File: src/rtl/blake2_pkg.sv
// rtl/blake2_pkg.sv - shared state encoding and constants for the blake2 message feeder
// Purpose: state encoding, default word/block sizes and the pad byte used by blake2_msg_pad.
// Ports: none (package).
package blake2_pkg;

  localparam int W_DEFAULT  = 64;
  localparam int BB_DEFAULT = 2 * W_DEFAULT;

  localparam logic [7:0] PAD_BYTE = 8'h00;

  typedef enum logic [2:0] {
    S_IDLE     = 3'd0,
    S_DATA     = 3'd1,
    S_PAD      = 3'd2,
    S_WAIT_F   = 3'd3,
    S_WAIT_RDY = 3'd4
  } state_e;

endpackage

File: src/rtl/blake2_msg_pad.sv
// rtl/blake2_msg_pad.sv - splits a host byte stream into zero-padded blake2 blocks
// Purpose: accepts host bytes with an end-of-message marker, issues them to the
//   compression core one byte per cycle with their block index, zero-pads the
//   final block and counts the message length.
// Ports:
//   clk, reset                 clock, asynchronous active-high reset
//   in_v_i/in_data_i           host byte valid / byte
//   in_last_i/in_empty_i       final transfer / final transfer carries no byte
//   in_ready_o                 host transfer accepted when in_v_i & in_ready_o
//   core_ready_i               core ready (low while compressing)
//   data_v_o/data_idx_o/data_o byte pulse, index within block, byte value
//   block_first_o/block_last_o block position flags for the issued byte
//   ll_o                       total message length in bytes
module blake2_msg_pad
  import blake2_pkg::*;
#(
  parameter int W        = W_DEFAULT,
  parameter int BB       = 2 * W,
  parameter int BB_CLOG2 = $clog2(BB),
  parameter int LL_W     = 2 * W
) (
  input  logic                clk,
  input  logic                reset,
  input  logic                in_v_i,
  input  logic [7:0]          in_data_i,
  input  logic                in_last_i,
  input  logic                in_empty_i,
  output logic                in_ready_o,
  input  logic                core_ready_i,
  output logic                data_v_o,
  output logic [BB_CLOG2-1:0] data_idx_o,
  output logic [7:0]          data_o,
  output logic                block_first_o,
  output logic                block_last_o,
  output logic [LL_W-1:0]     ll_o
);

  localparam logic [BB_CLOG2-1:0] IDX_LAST = BB_CLOG2'(BB - 1);

  state_e              state_q, state_d;
  logic [BB_CLOG2-1:0] idx_q, idx_d;
  logic [LL_W-1:0]     ll_q, ll_d;
  logic                first_q, first_d;
  logic                last_q, last_d;
  logic                data_v_q, data_v_d;
  logic [BB_CLOG2-1:0] data_idx_q, data_idx_d;
  logic [7:0]          data_q, data_d;
  logic                blk_first_q, blk_first_d;
  logic                blk_last_q, blk_last_d;

  logic                accept;
  logic [BB_CLOG2-1:0] idx_cur;
  logic [LL_W-1:0]     ll_cur;
  logic                first_cur;

  // Accepting a host byte and issuing it to the core happen in the same cycle,
  // so the host is only ready when the core is.
  assign in_ready_o = ((state_q == S_IDLE) || (state_q == S_DATA)) & core_ready_i & ~reset;
  assign accept     = in_v_i & in_ready_o;

  always_comb begin
    state_d     = state_q;
    idx_d       = idx_q;
    ll_d        = ll_q;
    first_d     = first_q;
    last_d      = last_q;
    data_v_d    = 1'b0;
    data_idx_d  = data_idx_q;
    data_d      = data_q;
    blk_first_d = blk_first_q;
    blk_last_d  = blk_last_q;

    // The first accept of a message starts from idx 0, zero length, first block;
    // ll is only cleared here so it stays readable after the previous message.
    idx_cur   = (state_q == S_IDLE) ? '0   : idx_q;
    ll_cur    = (state_q == S_IDLE) ? '0   : ll_q;
    first_cur = (state_q == S_IDLE) ? 1'b1 : first_q;

    case (state_q)
      S_IDLE, S_DATA: begin
        if (accept) begin
          idx_d   = idx_cur;
          ll_d    = ll_cur;
          first_d = first_cur;
          last_d  = 1'b0;
          if (in_last_i && in_empty_i) begin
            // No byte on this transfer: the rest of the block is all padding.
            last_d  = 1'b1;
            state_d = S_PAD;
          end else begin
            data_v_d    = 1'b1;
            data_idx_d  = idx_cur;
            data_d      = in_data_i;
            blk_first_d = first_cur;
            blk_last_d  = in_last_i;
            ll_d        = ll_cur + LL_W'(1);
            idx_d       = idx_cur + BB_CLOG2'(1);
            if (in_last_i) begin
              last_d  = 1'b1;
              state_d = (idx_cur == IDX_LAST) ? S_WAIT_F : S_PAD;
            end else if (idx_cur == IDX_LAST) begin
              first_d = 1'b0;
              state_d = S_WAIT_F;
            end else begin
              state_d = S_DATA;
            end
          end
        end
      end

      S_PAD: begin
        if (core_ready_i) begin
          data_v_d    = 1'b1;
          data_idx_d  = idx_q;
          data_d      = PAD_BYTE;
          blk_first_d = first_q;
          blk_last_d  = 1'b1;
          idx_d       = idx_q + BB_CLOG2'(1);
          if (idx_q == IDX_LAST) begin
            state_d = S_WAIT_F;
          end
        end
      end

      // The core drops ready once it has taken the block into compression.
      S_WAIT_F: begin
        if (!core_ready_i) begin
          state_d = S_WAIT_RDY;
        end
      end

      S_WAIT_RDY: begin
        if (core_ready_i) begin
          state_d = last_q ? S_IDLE : S_DATA;
        end
      end

      default: begin
        state_d = S_IDLE;
      end
    endcase
  end

  always_ff @(posedge clk or posedge reset) begin
    if (reset) begin
      state_q     <= S_IDLE;
      idx_q       <= '0;
      ll_q        <= '0;
      first_q     <= 1'b0;
      last_q      <= 1'b0;
      data_v_q    <= 1'b0;
      data_idx_q  <= '0;
      data_q      <= '0;
      blk_first_q <= 1'b0;
      blk_last_q  <= 1'b0;
    end else begin
      state_q     <= state_d;
      idx_q       <= idx_d;
      ll_q        <= ll_d;
      first_q     <= first_d;
      last_q      <= last_d;
      data_v_q    <= data_v_d;
      data_idx_q  <= data_idx_d;
      data_q      <= data_d;
      blk_first_q <= blk_first_d;
      blk_last_q  <= blk_last_d;
    end
  end

  assign data_v_o      = data_v_q;
  assign data_idx_o    = data_idx_q;
  assign data_o        = data_q;
  assign block_first_o = blk_first_q;
  assign block_last_o  = blk_last_q;
  assign ll_o          = ll_q;

endmodule

File: config.mk
export PLATFORM = sky130hd
export DESIGN_NAME = blake2_msg_pad
export DESIGN_NICKNAME = d
export VERILOG_FILES = /design/src/rtl/blake2_pkg.sv /design/src/rtl/blake2_msg_pad.sv
export SDC_FILE = /design/constraint.sdc
export NUM_CORES = 1
export LEC_CHECK = 0
export BUFFER_PORTS_ARGS = -buffer_cell sky130_fd_sc_hd__buf_2
export CORE_UTILIZATION = 55
export DETAILED_ROUTE_END_ITERATION = 10
export GPL_TIMING_DRIVEN = 1
export PLACE_DENSITY_LB_ADDON = 0.25
export SLEW_MARGIN = 20
export SYNTH_ARGS = -nofsm -noshare
export SYNTH_HDL_FRONTEND = slang
export SYNTH_SLANG_ARGS = --single-unit
export TNS_END_PERCENT = 50
File: constraint.sdc
create_clock -name clk -period 11.49 [get_ports clk]
set_input_delay 1.149 -clock clk [delete_from_list [all_inputs] [get_ports clk]]
set_output_delay 1.149 -clock clk [all_outputs]
set_load 0.02 [all_outputs]
==> impl_metrics.yaml, run 1 <==
placement:
  dp_hpwl_um: 21200
  gp_congestion: 0.971
  portBuffers: 160
  dpl.cell_count: 1412
floorplan:
  die_h_um: 131
  ios: 161
  die_x_um: 131
  initial_core_util_pct: 57.2
  dieArea_um2: 17300
  rows: 46
  core_area_um2: 16100
worst_setup_path:
  cp.required_ps: 11810
  cpPeakStageDelay_ps: 880
  critPathCaptureType: "flip-flop"
  crit_buf_inv: 1
  start_kind: "flip-flop"
  crit_path_cell_trace: "or3_1, buf_4, and2_1, ha_1, a21bo_2, nor4_1, nand2_1, nor4_1, nand4_1, xor2_1"
  cp.arrival_ps: 4410
  path_max_fanout: 46
  slowest_stage: "nor4_1"
  path_delay_family: "simple AND/OR/NAND/NOR gates"
  crit_top_cell: "nor4_1"
  worstSetupPathType: "reg2reg"
timing:
  period_needed_ps: 4090
  rsz0062_at_grt: "false"
  setup_tns_ps: 0
  slew_violations: 0
  fmax_mhz: 244
  setup_viol: 0
  relSlewSlack_pct: 33.2
  finalCritPeriodShare_pct: 35.6
  fin_skew_ps: 6.02
  tightest_slew_ps: 992
  hold_violations: 0
synthesis:
  ys_seq_elements: 158
  synthFlopType: "dfrtp_1"
  seq_area_frac_synth_pct: 42.9
  synth_edf_count: 0
  avgSynthCellArea_um2: 8.63
  yosysTopAreaCellShare_pct: 42.9
  yosys.area_share.xor_xnor_pct: 8.94
  synth_area_leader_cell: "dfrtp_1"
  synthDistinctLibCells: 70
  synthArstFlopShare_pct: 100
  synthTopCellsByCount: "nand2_1, dfrtp_1, nand3_1"
  synthAdderAreaFrac_pct: 0.407
  synth_warnings: 0
  syn-instance-count: 1067
  yosys.area_share.simple_pct: 36.6
  synth_mux_area_share_pct: 1.11
  synth_most_common_cell: "nand2_1"
  netlist_area_um2: 9210
  synth_compound_area_share_pct: 7.61
  synth_top_family_by_area: "simple AND/OR/NAND/NOR gates"
  synth_nets: 1084
  yosys-top-cells-area: "dfrtp_1, nand2_1, xnor2_1"
drt:
  drc: 0
  viasPerCell: 6.40
  wl_per_cell_um: 20.3
  drt-pass1-iter-count: 7
  drt_iter0_markers: 1093
  final_antenna_net_count: 0
  totalWireLength_um: 29300
  num_vias: 9239
layout:
  final_cells: 1444
  fillers: 1404
  seq_area_um2: 3950
  final_nets: 1232
  diodes: 0
  area_growth_pct: 16.7
  multi_input_area_um2: 5050
  drive_gt1_share_pct: 19.1
power:
  ir_drop_v: 0.000121
  p_leak_nw: 4.47
  p_per_area_nw_per_um2: 147
clock_tree:
  htreeDepth: 4
  cts_setup_buffers: 0
  cts_buffer_depth: 2
  worstSkewPairLatency_ps: 430
  cts-root-buf: "clkbuf_16"
  cts.sinks: 158
  cts_hold_buf: 0
  cts_inserted_buffers: 17
  post_cts_resized: 0
  clk_pin_slew_ps: 60
  cts_tree: "yes"
global_routing:
  grt_util_all_layers_pct: 34.7
  grt_start_max_net_pins: 88
  antenna_found_initial: 1
  first_global_vias: 8475
  grt_overflow: 0
  grt_pass1_wl_um: 47000
hold_path:
  hold_path.class: "reg2reg"
job:
  maxCapViolCount: 0
outcome:
  outcome: "finished clean"
==> per-layer routing <==
layer	wire length, um	GRT usage, %
met5	0	0
met3	3250	9.22
met2	13100	51.4
met1	11900	48.0
met4	1020	14.0
==> power breakdown <==
group	internal, mW	switching, mW
Sequential	0.603	0.0573
Combinational	0.107	0.270
Clock	0.307	0.235
Total	1.02	0.562
==> worst register-to-register path, delay by kind of cell (launching register included) <==
family                     cells  cell delay, ps
AOI/OAI and AO/OA              1             260
xor gates and xnor gates       1             190
adders and majority gates      1             150
buffers and inverters          1             470
DFF                            1             740
and+or+nand+nor                6            2180
==> final timing paths <==
check                           slack [ps]                         to  depth (start not counted)                    from
worst max-delay path                  7400       ll_o[58]$_DFFE_PP0P_                         10  state_q[1]$_DFFE_PP0P_
worst min-delay path                   470      data_o[4]$_DFFE_PP0P_                          2   data_o[4]$_DFFE_PP0P_
worst max register to register        7400       ll_o[58]$_DFFE_PP0P_                         10  state_q[1]$_DFFE_PP0P_
worst min register to register         470      data_o[4]$_DFFE_PP0P_                          2   data_o[4]$_DFFE_PP0P_
max in group asynchronous             9100      ll_o[126]$_DFFE_PP0P_                          3                   reset
min in group asynchronous              900  block_first_o$_DFFE_PP0P_                          2                   reset
==> flip-flops by register name, summed over array words and instances, names as in the netlist <==
signal / cells
block_last_o: 1
first_q: 1
block_first_o: 1
data_v_o: 1
data_o: 8
data_idx_o: 7
ll_o: 128
idx_q: 7
state_q: 3
last_q: 1
==> metrics by stage <==
step	utilization [%]	worst slack, ps	instance area (um2)	power (mW)	hold WS, ps
after global placement	63.2	7410	10200	1.03	449
after floorplan	-	6080	9210	0.927	451
final	66.7	7400	10700	1.58	467
after CTS	66.6	7530	10700	1.57	472
after detailed placement	63.2	7420	10200	1.04	451
after global routing	66.7	7270	10700	1.65	491
==> placed cells by master (no fill, tap or decap), types with 11 or more instances in the layout <==
master,instances
or3_1,13
nand3_1,91
nor2_1,80
nand4_1,60
a21oi_1,24
nand2_1,209
nor4_1,25
dfrtp_1,158
and2_1,11
nor3_1,49
buf_2,160
clkbuf_16,17
xor2_1,38
and4_1,16
inv_1,14
o21ai_0,28
xnor2_1,56
and3_1,22
==> logic make-up (layout without fill, tap and decap cells) <==
family,Yosys count,after routing
AO/OA/AOI/OAI,108,108
XOR/XNOR,94,94
adder cells (fa/ha/maj),3,3
buffers and inverters,54,215
flip-flops,158,158
multiplexers,10,10
AND/OR/NAND/NOR,640,640
==> area by class of cell <==
| cell class | count | share of cell area [%] |
|---|---|---|
| clock inverter | 11 | 0.862 |
| inverter | 17 | 0.652 |
| sequential | 158 | 36.8 |
| tap | 216 | 2.51 |
| multi-input combinational | 855 | 47.0 |
| timing repair buffer | 166 | 7.87 |
| clock buffer | 21 | 4.28 |
No activity file was read; power rests on OpenSTA's default activity.
==> run 2, diff against run 1 <==
- clock period: 11.49 -> 4.12 ns (I/O delays scaled with it)
==> run 2 against run 1 <==
Effect of this change:
- power rose to 2.8 times the previous value
- fmax grew 18%
- critical path type unchanged
- sequential power increased to 2.8 times the previous value
- clock skew is 1.8 ps higher
- clock power grew to 2.8 times the previous value
- largest cell class unchanged
==> impl_metrics.yaml, run 2 (synthesis results as in run 1) <==
timing:
  fmax_mhz: 287
  tightest_slew_ps: 961
  slew_violations: 0
  period_needed_ps: 3480
  fin_skew_ps: 7.81
  finalCritPeriodShare_pct: 84.4
  holdWs_ps: 145
  rsz0062_at_grt: "false"
  relSlewSlack_pct: 36.0
  setup_viol: 0
  hold_violations: 0
  setup_tns_ps: 0
drt:
  totalWireLength_um: 30300
  viasPerCell: 6.53
  wl_per_cell_um: 20.8
  drt-pass1-iter-count: 6
  drt_iter0_markers: 1355
  final_antenna_net_count: 0
  num_vias: 9501
  drc: 0
floorplan:
  ios: 161
  rows: 46
  core_area_um2: 16100
  initial_core_util_pct: 57.2
  die_x_um: 131
  die_h_um: 131
  dieArea_um2: 17300
clock_tree:
  cts_buffer_depth: 2
  clk_pin_slew_ps: 60
  worstSkewPairLatency_ps: 430
  cts_inserted_buffers: 17
  cts.sinks: 158
  cts_tree: "yes"
  cts_setup_buffers: 0
  cts_hold_buf: 0
  htreeDepth: 4
  post_cts_resized: 0
  cts-root-buf: "clkbuf_16"
job:
  maxCapViolCount: 0
worst_setup_path:
  cp.arrival_ps: 3840
  crit_buf_inv: 0
  cp.required_ps: 4480
  path_max_fanout: 16
  slowest_stage: "dfrtp_1"
  cpPeakStageDelay_ps: 650
  start_kind: "flip-flop"
  path_delay_family: "simple AND/OR/NAND/NOR gates"
  crit_path_cell_trace: "or3_1, and2_1, ha_1, a21bo_2, or4_4, nor4_1, nand4_1, nor3b_1, xnor2_1"
  rrSetupSlack_ps: 640
  worstSetupPathType: "reg2reg"
  critPathCaptureType: "flip-flop"
placement:
  gp_congestion: 0.984
  dp_hpwl_um: 21800
  portBuffers: 160
  place_area_um2: 10300
global_routing:
  grt_start_max_net_pins: 159
  grt_overflow: 0
  antenna_found_initial: 0
  first_global_vias: 8677
  grt_pass1_wl_um: 47700
  grt_util_all_layers_pct: 35.3
power:
  p_per_area_nw_per_um2: 412
  ir_drop_v: 0.000351
  p_leak_nw: 4.52
hold_path:
  hold_path.class: "in2async"
layout:
  diodes: 0
  mostFrequentLayoutCells: "nand2_1, buf_2, dfrtp_1, nand3_1, nor2_1"
  largest_reg_flops: 128
  final_util_pct: 67.3
  layout_commonest_cell: "nand2_1"
  area_growth_pct: 17.7
  drive_gt1_share_pct: 19.5
  final_nets: 1242
  fin_area_um2: 10800
outcome:
  outcome: "finished clean"
-- run 2: cell count changes in the layout (fill, tap and decap cells not counted), sizes merged --
cell	previous run	this run
buf	166	176
clkbuf	21	22
clkinv	6	5
clkinvlp	5	4
bufinv	1	2
-- run 2: layer usage --
metal	GRT usage (%)	routed length, um
met1	49.6	12500
met3	7.87	3350
met2	52.5	13400
met5	0	0
met4	15.2	1060
-- run 2: worst min-delay path: stages --
cell and delay [ps]:
buf_2 130, clkinvlp_4 80, buf_12 470
-- run 2: power breakdown --
group          leakage (nW)  total (mW)  internal [mW]  switching, mW
clock                 0.264        1.54          0.891          0.646
combinational          2.10        1.10          0.321          0.777
sequential             2.15        1.83           1.68          0.149
-- run 2: final cells by class --
cell class / count / area, um2
repair buffers: 176 / 946
clock buffers: 22 / 444
fillers: 1388 / 5270
well taps: 216 / 270
flip-flops and latches: 158 / 3950
clock inverters: 10 / 115
inverters: 17 / 68.8
multi-input cells: 855 / 5040
-- run 2: worst paths after layout --
| path | from | end | cells after the start |
|---|---|---|---|
| setup / recovery | state_q[0]$_DFFE_PP0P_ | ll_o[120]$_DFFE_PP0P_ | 9 |
| hold / removal | reset | block_last_o$_DFFE_PP0P_ | 3 |
| setup reg to reg | state_q[0]$_DFFE_PP0P_ | ll_o[120]$_DFFE_PP0P_ | 9 |
| hold reg to reg | data_o[3]$_DFFE_PP0P_ | data_o[3]$_DFFE_PP0P_ | 2 |
| max in group asynchronous | reset | ll_o[36]$_DFFE_PP0P_ | 3 |
| min in group clk | core_ready_i | state_q[2]$_DFFE_PP0P_ | 2 |
-- run 2: through the flow --
step	power [mW]	instances	worst slack, ps
finish	4.46	1454	642
global route	4.66	1454	482
CTS	4.45	1454	708
detailed placement	2.92	1422	712
global placement	2.90	1422	815
floorplan	2.58	1067	489
